## config.mk

```make
export PLATFORM = sky130hd
export DESIGN_NAME = shift_ex_stage
export DESIGN_NICKNAME = d
export VERILOG_FILES = /design/src/rtl/shift_ex_stage.sv
export SDC_FILE = /design/constraint.sdc
export NUM_CORES = 1
export LEC_CHECK = 0
export ABC_CLOCK_PERIOD_IN_PS = 2540
export CORE_ASPECT_RATIO = 1.4
export CORE_MARGIN = 3
export CORE_UTILIZATION = 50
export CTS_CLUSTER_DIAMETER = 150
export CTS_CLUSTER_SIZE = 20
export DETAILED_ROUTE_END_ITERATION = 12
export PLACE_DENSITY = 0.79
export SKIP_CTS_REPAIR_TIMING = 1
export SYNTH_ARGS = -nofsm -noshare
export SYNTH_HDL_FRONTEND = slang
export SYNTH_SLANG_ARGS = --single-unit
```

## constraint.sdc

```tcl
create_clock -name clk -period 2.54 [get_ports clk]
set_input_delay 0.508 -clock clk [delete_from_list [all_inputs] [get_ports clk]]
set_output_delay 0.508 -clock clk [all_outputs]
set_load 0.1 [all_outputs]
```

## src/rtl/shift_ex_stage.sv

```systemverilog
// rtl/shift_ex_stage.sv - two-stage pipelined 16-bit shift/rotate execution unit
module shift_ex_stage #(
    parameter int WIDTH = 16,
    parameter int SHW   = 4,
    parameter int TAG_W = 3
) (
    input  logic             clk,
    input  logic             rst_n,
    input  logic             flush,
    input  logic             in_valid,
    output logic             in_ready,
    input  logic [WIDTH-1:0] in_a,
    input  logic [SHW-1:0]   in_d,
    input  logic [3:0]       in_op,
    input  logic [TAG_W-1:0] in_tag,
    output logic             out_valid,
    input  logic             out_ready,
    output logic [WIDTH-1:0] out_res,
    output logic [TAG_W-1:0] out_tag,
    output logic [3:0]       out_flags
);

    localparam logic [1:0] OP_SLL = 2'b00;
    localparam logic [1:0] OP_ROL = 2'b01;
    localparam logic [1:0] OP_SRL = 2'b10;
    localparam logic [1:0] OP_ROR = 2'b11;

    logic             s1_valid;
    logic [WIDTH-1:0] s1_a;
    logic [SHW-1:0]   s1_d;
    logic [1:0]       s1_op;
    logic [TAG_W-1:0] s1_tag;

    logic             s2_load;
    logic             s1_adv;

    logic [2*WIDTH-1:0] sll_ext;
    logic [2*WIDTH-1:0] srl_ext;
    logic [2*WIDTH-1:0] rol_ext;
    logic [2*WIDTH-1:0] ror_ext;
    logic [WIDTH-1:0]   res;
    logic               carry;
    logic [3:0]         flags;

    assign s2_load  = !out_valid || out_ready;
    assign s1_adv   = s1_valid && s2_load;
    assign in_ready = !s1_valid || s2_load;

    // Widened shifts expose the last bit shifted out at a fixed position,
    // and doubling the operand turns rotates into plain shifts.
    always_comb begin
        sll_ext = {{WIDTH{1'b0}}, s1_a} << s1_d;
        srl_ext = {s1_a, {WIDTH{1'b0}}} >> s1_d;
        rol_ext = {s1_a, s1_a} << s1_d;
        ror_ext = {s1_a, s1_a} >> s1_d;
        res     = '0;
        carry   = 1'b0;
        case (s1_op)
            OP_SLL: begin
                res   = sll_ext[WIDTH-1:0];
                carry = sll_ext[WIDTH];
            end
            OP_ROL: begin
                res   = rol_ext[2*WIDTH-1:WIDTH];
                carry = (s1_d != '0) && res[0];
            end
            OP_SRL: begin
                res   = srl_ext[2*WIDTH-1:WIDTH];
                carry = srl_ext[WIDTH-1];
            end
            OP_ROR: begin
                res   = ror_ext[WIDTH-1:0];
                carry = (s1_d != '0) && res[WIDTH-1];
            end
            default: begin
                res   = '0;
                carry = 1'b0;
            end
        endcase
        flags = {res[WIDTH-1], (res == '0), carry, 1'b0};
    end

    always_ff @(posedge clk) begin
        if (!rst_n) begin
            s1_valid  <= 1'b0;
            s1_a      <= '0;
            s1_d      <= '0;
            s1_op     <= '0;
            s1_tag    <= '0;
            out_valid <= 1'b0;
            out_res   <= '0;
            out_tag   <= '0;
            out_flags <= '0;
        end else if (flush) begin
            s1_valid  <= 1'b0;
            out_valid <= 1'b0;
        end else begin
            if (s2_load) begin
                out_valid <= s1_valid;
            end
            if (s1_adv) begin
                out_res   <= res;
                out_tag   <= s1_tag;
                out_flags <= flags;
            end
            if (in_ready) begin
                s1_valid <= in_valid;
                if (in_valid) begin
                    s1_a   <= in_a;
                    s1_d   <= in_d;
                    s1_op  <= in_op[1:0];
                    s1_tag <= in_tag;
                end
            end
        end
    end

endmodule

```

==> impl_metrics.tcl <==
set metrics [dict create \
    syn_area_per_cell_um2 8.21 \
    boundary_pin_count 57 \
    layout.cells.most_common_list "sky130_fd_sc_hd__buf_4, sky130_fd_sc_hd__nand2_1, sky130_fd_sc_hd__a21oi_1" \
    synth_area_mm2 0.00434 \
    ys_async_sr_fraction_pct 0 \
    nNetsFinal 656 \
    ys_warn_count 0 \
    setup_violations 1 \
    clock_buffer_count_from_cts 5 \
    post_synthesis_cells 528 \
    violated_checks "negative setup slack" \
    p_per_area_mw_per_mm2 409 \
    finalMaxSlewViolations 0 \
    routed_wirelength_um 15400 \
    final_common_cell "sky130_fd_sc_hd__buf_4" \
    grt.total_usage_pct 30.5 \
    floorplan.die_area_mm2 0.00984 \
    drive_above_1_share_pct 31.5 \
    hold_slack_ns 0.458 \
    worst_ep_arrival_time_ns 2.83 \
    route.detailed.wl_per_inst_um 21.1 \
    fmaxAchievable_mhz 382 \
    setup_crit_path_kind "flop to flop" \
    floorplan.rows 39 \
    fin_crit_sh_pct 103 \
    seqPwrFrac_pct 36.0 \
    max-slew-margin-rel_pct 58.8 \
    fin_setup_tns_ns -0.0786 \
    preCtsSetupSlack_ns -0.138 \
    worst_hold_path_type "flop to flop" \
    clk_transition_reported_paths_ns 0.06 \
    netSwitchingFraction_pct 31.4 \
    yosysSeqAreaShare_pct 22.2 \
    grt_pass1_wl_um 23400 \
    globalRouteOverflowTotal 0 \
    crit_fanout 7 \
    max_cap_violations 0 \
    ys_seq_elements 48 \
    die_height_um 116 \
    setup_slack_ns -0.0786 \
    final_antenna_net_count 0 \
    average_vias_per_placed_instance 6.37 \
    clock_tree.root_cell "sky130_fd_sc_hd__clkbuf_16" \
    total_leakage_power_uw 0.00212 \
    synth-edff-count 0 \
    drt_pass1_iterations 5 \
    hpwlAfterDp_um 11700 \
    antennaDiodeCount 0 \
    initialDrtViolationCount 381 \
    ys_dominant_reg_cell "sky130_fd_sc_hd__dfxtp_1" \
    final.fill_count 709 \
    routabilityCongestion 1.00 \
    synth.net_count 560 \
    netlist-cell-type-count 71 \
    internal_power_uw 1570 \
    power_switching_uw 720 \
    cts_tree "done" \
    skew_ns 0.00633 \
    finalCoreUtilization_pct 67.6 \
    first_global_vias 4343 \
    grt_setup_unrepaired "yes" \
    start_util_pct 52.3 \
    outcome "complete, but fails checks" \
    pwr-share-comb_pct 32.0 \
    detailroute.via_count 4631 \
    report.final.hold_viol_count 0 \
    grt_start_max_net_pins 40 \
    cts_max_level 2 \
    drc_errors 0 \
    clk_path_buf_depth 2 \
    grt_antenna_before_repair 0 \
    critPathLaunchType "flop" \
    setup.worst_path.end_class "flop" \
    floorplan.core_area_mm2 0.00830 \
    irDropWorstVdd_v 0.000830 \
    required_ns 2.75 \
    syn_to_final_growth_pct 29.3 \
    post-route-min-period_ns 2.62 \
    portBuffers 53 \
    clk-insertion-delay-late_ns 0.29 \
    die-width_um 84.7 \
    clock_sinks 48 \
    power.share.clock_pct 32.0 \
    tightestPinTransition_ns 0.609 \
]
worst paths after layout:
kind | from | to | slack (ns) | depth (start not counted)
hold / removal | out_res[1]$_SDFFE_PN0P_ | out_res[1]$_SDFFE_PN0P_ | 0.46 | 2
setup / recovery | s1_d[1]$_SDFFE_PN0P_ | out_flags[2]$_SDFFE_PN0P_ | -0.08 | 8
setup reg to reg | s1_d[1]$_SDFFE_PN0P_ | out_flags[2]$_SDFFE_PN0P_ | -0.08 | 8
hold reg to reg | out_res[1]$_SDFFE_PN0P_ | out_res[1]$_SDFFE_PN0P_ | 0.46 | 2
Yosys cell counts (2+ instances only):
library cell,n,area (µm²)
sky130_fd_sc_hd__a31oi_1,6,37.5
sky130_fd_sc_hd__inv_1,4,15.0
sky130_fd_sc_hd__nor3_1,12,60.1
sky130_fd_sc_hd__mux2i_2,2,27.5
sky130_fd_sc_hd__a21oi_1,53,265
sky130_fd_sc_hd__o211a_1,2,20.0
sky130_fd_sc_hd__a211o_1,3,26.3
sky130_fd_sc_hd__a31o_2,2,17.5
sky130_fd_sc_hd__buf_4,6,45.0
sky130_fd_sc_hd__a32oi_1,4,35.0
sky130_fd_sc_hd__dfxtp_1,48,961
sky130_fd_sc_hd__buf_2,7,35.0
sky130_fd_sc_hd__clkinv_1,3,11.3
sky130_fd_sc_hd__a211oi_1,6,45.0
sky130_fd_sc_hd__mux2_2,17,191
sky130_fd_sc_hd__nand2_1,93,349
sky130_fd_sc_hd__o22ai_1,12,75.1
sky130_fd_sc_hd__nor2_1,36,135
sky130_fd_sc_hd__o32ai_1,2,17.5
sky130_fd_sc_hd__and2_0,2,12.5
sky130_fd_sc_hd__or2_2,2,12.5
sky130_fd_sc_hd__a22oi_1,6,45.0
sky130_fd_sc_hd__buf_1,2,7.51
sky130_fd_sc_hd__nand3_1,8,40.0
sky130_fd_sc_hd__buf_6,4,45.0
sky130_fd_sc_hd__clkbuf_1,26,97.6
sky130_fd_sc_hd__mux4_2,13,293
sky130_fd_sc_hd__a2bb2oi_1,4,35.0
sky130_fd_sc_hd__nor2b_1,6,37.5
sky130_fd_sc_hd__nand2b_1,6,37.5
sky130_fd_sc_hd__and2_1,6,37.5
sky130_fd_sc_hd__o221ai_1,3,26.3
sky130_fd_sc_hd__and3_1,3,18.8
sky130_fd_sc_hd__nand3b_1,3,22.5
sky130_fd_sc_hd__mux4_1,8,210
sky130_fd_sc_hd__or2b_2,2,17.5
sky130_fd_sc_hd__clkbuf_8,10,138
sky130_fd_sc_hd__o211ai_1,11,82.6
sky130_fd_sc_hd__o21a_1,4,30.0
sky130_fd_sc_hd__mux2i_1,33,330
sky130_fd_sc_hd__o21ai_0,17,85.1
sky130_fd_sc_hd__nor4_1,2,12.5
logic make-up after synthesis:
| kind of cell | after synthesis | synth area share [%] |
|---|---|---|
| multiplexers | 73 | 24.3 |
| buffers and inverters | 66 | 10.8 |
| flip-flops | 48 | 22.2 |
| AO/OA/AOI/OAI | 152 | 23.1 |
| AND/OR/NAND/NOR | 188 | 19.6 |
| other | 1 | 0.0865 |
sequential cells by signal, indices dropped and copies added, names as in the netlist:
signal,count
out_res,16
s1_a,16
s1_d,4
out_tag,3
s1_tag,3
out_flags,2
s1_op,2
out_valid,1
s1_valid,1
cell type report:
class / instances / area, µm² / area share [%]
multi-input combinational: 414 / 3020 / 53.9
timing repair buffer: 148 / 1290 / 23.0
sequential: 48 / 971 / 17.3
clock buffer: 6 / 129 / 2.30
tap: 102 / 128 / 2.28
clock inverter: 2 / 35.0 / 0.625
inverter: 7 / 30.0 / 0.536
layer usage:
metal	global-route usage [%]	vias to the layer above	part of all wire (%)
met2	49.9	228	47
met1	36.9	2185	38
met3	4.59	76	6.5
met4	21.4	0	7.9
met5	0	-	0
li1	-	2142	-
power groups by stage:
| stage | sequential, µW | combinational (µW) | clock (µW) |
|---|---|---|---|
| 2_1_floorplan | 861 | 402 | 0 |
| 3_3_place_gp | 838 | 663 | 0 |
| 3_5_place_dp | 839 | 671 | 0 |
| 4_1_cts | 823 | 674 | 745 |
| 5_1_grt | 827 | 776 | 770 |
| 6_report | 825 | 735 | 734 |
critical path, stage by stage, from the launching register on:
cell                      delay (ns)
sky130_fd_sc_hd__dfxtp_4        0.44
sky130_fd_sc_hd__buf_6          0.12
sky130_fd_sc_hd__mux4_2         0.53
sky130_fd_sc_hd__mux4_2         0.53
sky130_fd_sc_hd__a32oi_2        0.31
sky130_fd_sc_hd__nand2_1        0.10
sky130_fd_sc_hd__nor4_2         0.17
sky130_fd_sc_hd__nand4_1        0.15
sky130_fd_sc_hd__o31ai_2        0.19
per-stage QoR:
| stage | cell area, µm² | power, µW | std cells |
|---|---|---|---|
| floorplan | 4340 | 1260 | 528 |
| finish | 5610 | 2290 | 727 |
| global route | 5610 | 2370 | 727 |
| global placement | 5180 | 1500 | 706 |
| detailed placement | 5180 | 1510 | 706 |
| CTS | 5350 | 2240 | 714 |
Note: power is estimated with default switching activity, not from simulation.
